==> config.mk <==
export PLATFORM = sky130hd
export DESIGN_NAME = i2c_master
export DESIGN_NICKNAME = d
export VERILOG_FILES = /design/src/rtl/i2c_master.sv
export SDC_FILE = /design/constraint.sdc
export NUM_CORES = 1
export LEC_CHECK = 0
export ABC_AREA = 0
export ABC_CLOCK_PERIOD_IN_PS = 1700
export BUFFER_PORTS_ARGS = -buffer_cell sky130_fd_sc_hd__buf_2
export CORE_ASPECT_RATIO = 1.5
export CORE_MARGIN = 5
export CORE_UTILIZATION = 42
export DETAILED_ROUTE_END_ITERATION = 10
export SYNTH_ARGS = -nofsm -noshare
export SYNTH_HDL_FRONTEND = slang
export SYNTH_SLANG_ARGS = --single-unit
==> constraint.sdc <==
create_clock -name clk -period 1.7 [get_ports clk]
set_input_delay 0.17 -clock clk [delete_from_list [all_inputs] [get_ports clk]]
set_output_delay 0.17 -clock clk [all_outputs]
set_load 0.05 [all_outputs]
==> src/rtl/i2c_master.sv <==
// ---------------------------------------------------------------------------
// i2c_master -- simplified single-wire serial master.
//
// Sends a start bit, the target address (MSB first) and a read/write bit.
// It then releases the line and waits up to ACK_TMO cycles for an
// acknowledge. On acknowledge it either writes a data word (MSB first) or
// reads one back. It finishes with a stop bit and a one-cycle done pulse.
//
// Parameters
//   ADDR_W   width of the target address field
//   DATA_W   width of the data field
//   ACK_TMO  maximum number of clk cycles spent waiting for an acknowledge
//
// Ports
//   clk      single clock, all state changes on its rising edge
//   reset    asynchronous active-high reset
//   start    transaction request, only sampled while idle
//   addr     target address, latched on accept
//   rw       1 = read, 0 = write, latched on accept
//   wr_data  write payload, latched on accept
//   sda_in   line from target: acknowledge, then read data
//   sda      line to target
//   sda_oe   1 = master drives sda, 0 = line released
//   busy     high from accept through the done cycle
//   done     one-cycle completion pulse
//   nack     valid with done, 1 = no acknowledge within ACK_TMO cycles
//   rd_data  read result, valid from done until the next accept
// ---------------------------------------------------------------------------
module i2c_master #(
  parameter int ADDR_W  = 4,
  parameter int DATA_W  = 4,
  parameter int ACK_TMO = 8
) (
  input  logic              clk,
  input  logic              reset,
  input  logic              start,
  input  logic [ADDR_W-1:0] addr,
  input  logic              rw,
  input  logic [DATA_W-1:0] wr_data,
  input  logic              sda_in,
  output logic              sda,
  output logic              sda_oe,
  output logic              busy,
  output logic              done,
  output logic              nack,
  output logic [DATA_W-1:0] rd_data
);

  typedef enum logic [3:0] {
    S_IDLE, S_START, S_ADDR, S_RW, S_ACK, S_WDATA, S_RDATA, S_STOP, S_DONE
  } state_t;

  localparam int BIT_MAX = (ADDR_W > DATA_W) ? ADDR_W : DATA_W;
  localparam int BIT_W   = $clog2(BIT_MAX + 1);
  localparam int TMO_W   = $clog2(ACK_TMO + 1);

  localparam logic [BIT_W-1:0] ADDR_LAST = BIT_W'(ADDR_W - 1);
  localparam logic [BIT_W-1:0] DATA_LAST = BIT_W'(DATA_W - 1);
  localparam logic [BIT_W-1:0] BIT_ONE   = BIT_W'(1);
  localparam logic [TMO_W-1:0] TMO_LAST  = TMO_W'(ACK_TMO - 1);
  localparam logic [TMO_W-1:0] TMO_ONE   = TMO_W'(1);

  state_t            state_q, state_d;
  logic [BIT_W-1:0]  bit_q, bit_d;    // bit index within ADDR/WDATA/RDATA
  logic [TMO_W-1:0]  tmo_q, tmo_d;    // cycles already spent in ACK
  logic              ack_q, ack_d;    // acknowledge seen, leave ACK next edge
  logic [ADDR_W-1:0] addr_q;          // shifts left, MSB is the bit on the line
  logic [DATA_W-1:0] wdat_q;          // shifts left, MSB is the bit on the line
  logic              rw_q;
  logic [DATA_W-1:0] rsh_q;           // partial read word, hidden until complete
  logic [DATA_W-1:0] rsh_next;
  logic [DATA_W:0]   rsh_ext;
  logic              accept;
  logic              ack_timeout;

  assign accept      = (state_q == S_IDLE) && start;
  // Only reached if no acknowledge has been seen on any earlier ACK cycle.
  assign ack_timeout = (state_q == S_ACK) && !ack_q && !sda_in && (tmo_q == TMO_LAST);

  // NOTE: every signal written here gets a default first, so no path leaves
  // a value unassigned and no latch is inferred.
  always_comb begin
    state_d  = state_q;
    bit_d    = bit_q;
    tmo_d    = tmo_q;
    ack_d    = ack_q;
    sda      = 1'b1;
    sda_oe   = 1'b1;
    busy     = 1'b1;
    done     = 1'b0;
    rsh_ext  = {rsh_q, sda_in};
    rsh_next = rsh_ext[DATA_W-1:0];

    case (state_q)
      S_IDLE: begin
        busy = 1'b0;
        if (start) state_d = S_START;
      end
      S_START: begin
        sda     = 1'b0;
        bit_d   = '0;
        state_d = S_ADDR;
      end
      S_ADDR: begin
        sda = addr_q[ADDR_W-1];
        if (bit_q == ADDR_LAST) begin
          bit_d   = '0;
          state_d = S_RW;
        end else begin
          bit_d = bit_q + BIT_ONE;
        end
      end
      S_RW: begin
        sda     = rw_q;
        tmo_d   = '0;
        ack_d   = 1'b0;
        state_d = S_ACK;
      end
      S_ACK: begin
        // The acknowledge is registered first and acted on one edge later.
        sda_oe = 1'b0;
        if (ack_q) begin
          bit_d   = '0;
          state_d = rw_q ? S_RDATA : S_WDATA;
        end else if (sda_in) begin
          ack_d = 1'b1;
        end else if (tmo_q == TMO_LAST) begin
          state_d = S_STOP;
        end else begin
          tmo_d = tmo_q + TMO_ONE;
        end
      end
      S_WDATA: begin
        sda = wdat_q[DATA_W-1];
        if (bit_q == DATA_LAST) state_d = S_STOP;
        else                    bit_d   = bit_q + BIT_ONE;
      end
      S_RDATA: begin
        sda_oe = 1'b0;
        if (bit_q == DATA_LAST) state_d = S_STOP;
        else                    bit_d   = bit_q + BIT_ONE;
      end
      S_STOP: begin
        state_d = S_DONE;
      end
      S_DONE: begin
        done    = 1'b1;
        state_d = S_IDLE;
      end
      default: state_d = S_IDLE;
    endcase
  end

  // NOTE: sequential state uses non-blocking assignments so every register
  // samples the pre-edge value of the others, independent of statement order.
  always_ff @(posedge clk or posedge reset) begin
    if (reset) begin
      state_q <= S_IDLE;
      bit_q   <= '0;
      tmo_q   <= '0;
      ack_q   <= 1'b0;
    end else begin
      state_q <= state_d;
      bit_q   <= bit_d;
      tmo_q   <= tmo_d;
      ack_q   <= ack_d;
    end
  end

  always_ff @(posedge clk or posedge reset) begin
    if (reset) begin
      addr_q  <= '0;
      wdat_q  <= '0;
      rw_q    <= 1'b0;
      rsh_q   <= '0;
      rd_data <= '0;
      nack    <= 1'b0;
    end else begin
      if (accept) begin
        addr_q <= addr;
        wdat_q <= wr_data;
        rw_q   <= rw;
        nack   <= 1'b0;
      end
      if (state_q == S_ADDR)  addr_q <= addr_q << 1;
      if (state_q == S_WDATA) wdat_q <= wdat_q << 1;
      if (state_q == S_RDATA) begin
        rsh_q <= rsh_next;
        if (bit_q == DATA_LAST) rd_data <= rsh_next;
      end
      if (ack_timeout) nack <= 1'b1;
    end
  end

endmodule

==> impl_metrics.py <==
metrics = {
    "routing": {
        "dr.max_layer_used": "met4",
        "drt-total-wl_um": 3340,
        "wl_met1_um": 1290,
        "drt-pass1-iter-count": 4,
        "num_vias": 1224,
        "route.met2.wl_um": 1780,
        "drt_iter0_markers": 43,
        "drc": 0,
        "postRouteAntennaNets": 0,
        "wl_per_cell_um": 14.8,
        "viasPerCell": 5.44,
        "wl_met3_um": 175,
    },
    "power": {
        "fin_total_pwr_mw": 3.75,
        "clkPwrFrac_pct": 15.1,
        "switchingPower_mw": 1.58,
        "p_sw_share_pct": 42.0,
        "cellPowerDensity_nw_per_um2": 2000,
        "p_leak_nw": 0.874,
        "p_int_mw": 2.18,
        "power_frac_seq_pct": 33.1,
        "p_comb_share_pct": 51.9,
        "max-vdd-ir-drop_mv": 1.43,
    },
    "synth": {
        "avgSynthCellArea_um2": 10.3,
        "postSynth.asyncResetShare_pct": 100,
        "synth-edff-count": 0,
        "synthMuxAreaShare_pct": 6.84,
        "synth_compound_area_share_pct": 18.2,
        "synth-xor-area-share_pct": 1.18,
        "synth_fa_ha_area_share_pct": 3.38,
        "synth_top_family_by_area": "compound AO/OA/AOI/OAI gates",
        "ys.warnings.count": 0,
        "yosysUniqueCellTypes": 34,
        "synthSimpleGateAreaFrac_pct": 18.1,
        "yosysSeqAreaShare_pct": 49.0,
        "netlist_instances": 144,
        "syn-num-nets": 161,
        "syn_area_um2": 1480,
        "synth-seq-cells": 29,
        "synth_ff_type": "dfrtp_1",
    },
    "worst_setup_path": {
        "worstPathRequired_ps": 1530,
        "crit_slowest_cell": "dfrtp_2",
        "startpoint_type": "flop",
        "cp.arrival_ps": 1450,
        "r2r_cells": 5,
        "end_kind": "output port",
        "path_depth": 5,
        "cp_top_family": "flip-flops",
        "critPathBufInv": 1,
        "crit_path_max_incr_delay_ps": 460,
        "worstSetupPathType": "flop to output port",
        "path_max_fanout": 7,
        "path_cells": "nand2b_4 -> nor3_4 -> nand2_1 -> o2111ai_2 -> buf_6",
    },
    "clock_tree": {
        "h-tree-depth": 2,
        "clock_sinks": 29,
        "clock_latency_ps": 280,
        "cts_root_buf": "clkbuf_8",
        "clockBufferDepth": 2,
        "cts_tree": "yes",
        "cts_buffers": 5,
        "clk_pin_slew_ps": 60,
    },
    "finish": {
        "antenna_cells": 0,
        "nNetsFinal": 200,
        "drive_gt1_share_pct": 36.1,
        "syn2layout_area_growth_pct": 26.4,
        "fin_util_pct": 54.8,
        "fillers": 302,
    },
    "timing": {
        "drv_slew": 0,
        "setup_tns_ps": 0,
        "setup_viol": 0,
        "worst_slack_ps": 80.2,
        "rsz0062_at_grt": "true",
        "relSlewSlack_pct": 70.3,
        "fin_crit_sh_pct": 95.3,
        "worstMarginPinSlew_ps": 445,
        "fin_hold_ws_ps": 100,
        "min_period_ps": 1620,
        "max_freq_mhz": 617,
        "skew_ps": 5.45,
        "finalHoldViolations": 0,
    },
    "global_routing": {
        "grt_util_all_layers_pct": 16.6,
        "antenna_found_initial": 0,
        "grt_overflow": 0,
        "grt_pass1_vias": 1294,
        "grt_max_degree": 30,
        "grt_first_pass_wirelength_um": 5890,
    },
    "floorplan": {
        "start_util_pct": 43.4,
        "fp.dieArea_um2": 4840,
        "ioPinCount": 22,
        "die-height_um": 82.7,
        "die_width_um": 58.5,
        "core_area_um2": 3420,
        "num_rows": 26,
    },
    "min_path": {
        "hold_class": "input pin to flop",
        "hold_depth": 3,
    },
    "placed_design": {
        "place_congestion": 0.843,
        "place_ws_ps": 68.8,
        "dp_hpwl_um": 2540,
        "io_buffers": 21,
    },
    "outcome": {
        "status": "finished, final reports clean",
    },
    "run": {
        "drv_cap": 0,
    },
}
[cell usage after synthesis, types with 3 or more instances]
cell type / number / area [um2]
mux2_2: 9 / 101
dfrtp_1: 29 / 726
a21oi_1: 8 / 40.0
a22o_1: 6 / 52.6
a21o_1: 3 / 22.5
o21ai_0: 11 / 55.1
and3_1: 4 / 25.0
nor2_1: 12 / 45.0
nor3_1: 4 / 20.0
ha_1: 4 / 50.1
o31ai_1: 3 / 22.5
buf_2: 4 / 20.0
nand3_1: 3 / 15.0
inv_1: 7 / 26.3
nand2_1: 13 / 48.8
[power groups by stage]
stage | clock network (mW) | logic, mW | registers, mW
5_1_grt | 0.628 | 2.15 | 1.29
4_1_cts | 0.593 | 1.88 | 1.24
3_3_place_gp | 0 | 1.79 | 1.21
6_report | 0.565 | 1.95 | 1.24
2_1_floorplan | 0 | 1.25 | 1.26
3_5_place_dp | 0 | 1.83 | 1.23
[cells by family (layout without fill, tap and decap cells)]
group | after synthesis | count (layout)
xor gates and xnor gates | 2 | 2
buffers and inverters | 12 | 51
DFF | 29 | 29
and+or+nand+nor | 48 | 48
AOI/OAI and AO/OA | 40 | 40
adders and majority gates | 4 | 4
muxes | 9 | 9
[metal layers]
layer / vias up / track usage (%)
li1: 597 / -
met1: 584 / 18.5
met2: 35 / 27.5
met3: 8 / 4.67
met4: 0 / 10.9
met5: - / 0
[worst register-to-register path, delay by kind of cell, from the launching register on]
kind | cells | cell delay (ps)
buffers and inverters | 1 | 180
and+or+nand+nor | 3 | 690
DFF | 1 | 440
AOI/OAI and AO/OA | 1 | 190
[layout by cell type (no fill, tap or decap), drive strengths merged, types with 4 or more instances in the layout]
cell / Yosys / final
nand2: 14 / 14
ha: 4 / 4
dfrtp: 29 / 29
a22o: 6 / 6
clkbuf: 1 / 7
inv: 7 / 6
a21oi: 8 / 8
nor2: 12 / 12
nor3: 4 / 4
o21ai: 11 / 11
and3: 4 / 4
mux2: 9 / 9
buf: 4 / 36
[flip-flops by register name (all words and copies together) (netlist names)]
signal and count:
rsh_q 3, rd_data 4, state_q 4, ack_q 1, tmo_q 4, addr_q 4, wdat_q 4, bit_q 3
rw_q 1, nack 1
[cell type report]
type,instances,area [um2],share of cell area [%]
Inverter,7,30.0,1.60
Sequential cell,29,731,39.0
Timing Repair Buffer,37,240,12.8
Clock buffer,7,86.3,4.61
Tap cell,42,52.6,2.81
Multi-Input combinational cell,103,733,39.1
[repair_timing]
action                                  in CTS  in global routing
endpoints found under the setup margin       2                  4
resized for setup                            8                  6
endpoints found under the hold margin       29                  0
pin swaps                                    0                  1
setup buffers                                0                  2
hold buffers                                 1                  0
[final timing paths]
check                      slack (ps)         end  startpoint
max in group asynchronous         900  state_q[0]       reset
min in group asynchronous         500    tmo_q[1]       reset
max                                80         sda  state_q[0]
min reg2reg                       490   addr_q[1]   addr_q[1]
min                               100        rw_q          rw
max reg2reg                       100   addr_q[3]  state_q[3]
[metrics by stage]
stage / std cells / instance area, um2
3_5_place_dp: 215 / 1720
6_report: 225 / 1870
4_1_cts: 223 / 1840
5_1_grt: 225 / 1870
3_3_place_gp: 215 / 1720
2_1_floorplan: 144 / 1490
No activity file was read; power rests on OpenSTA's default activity.
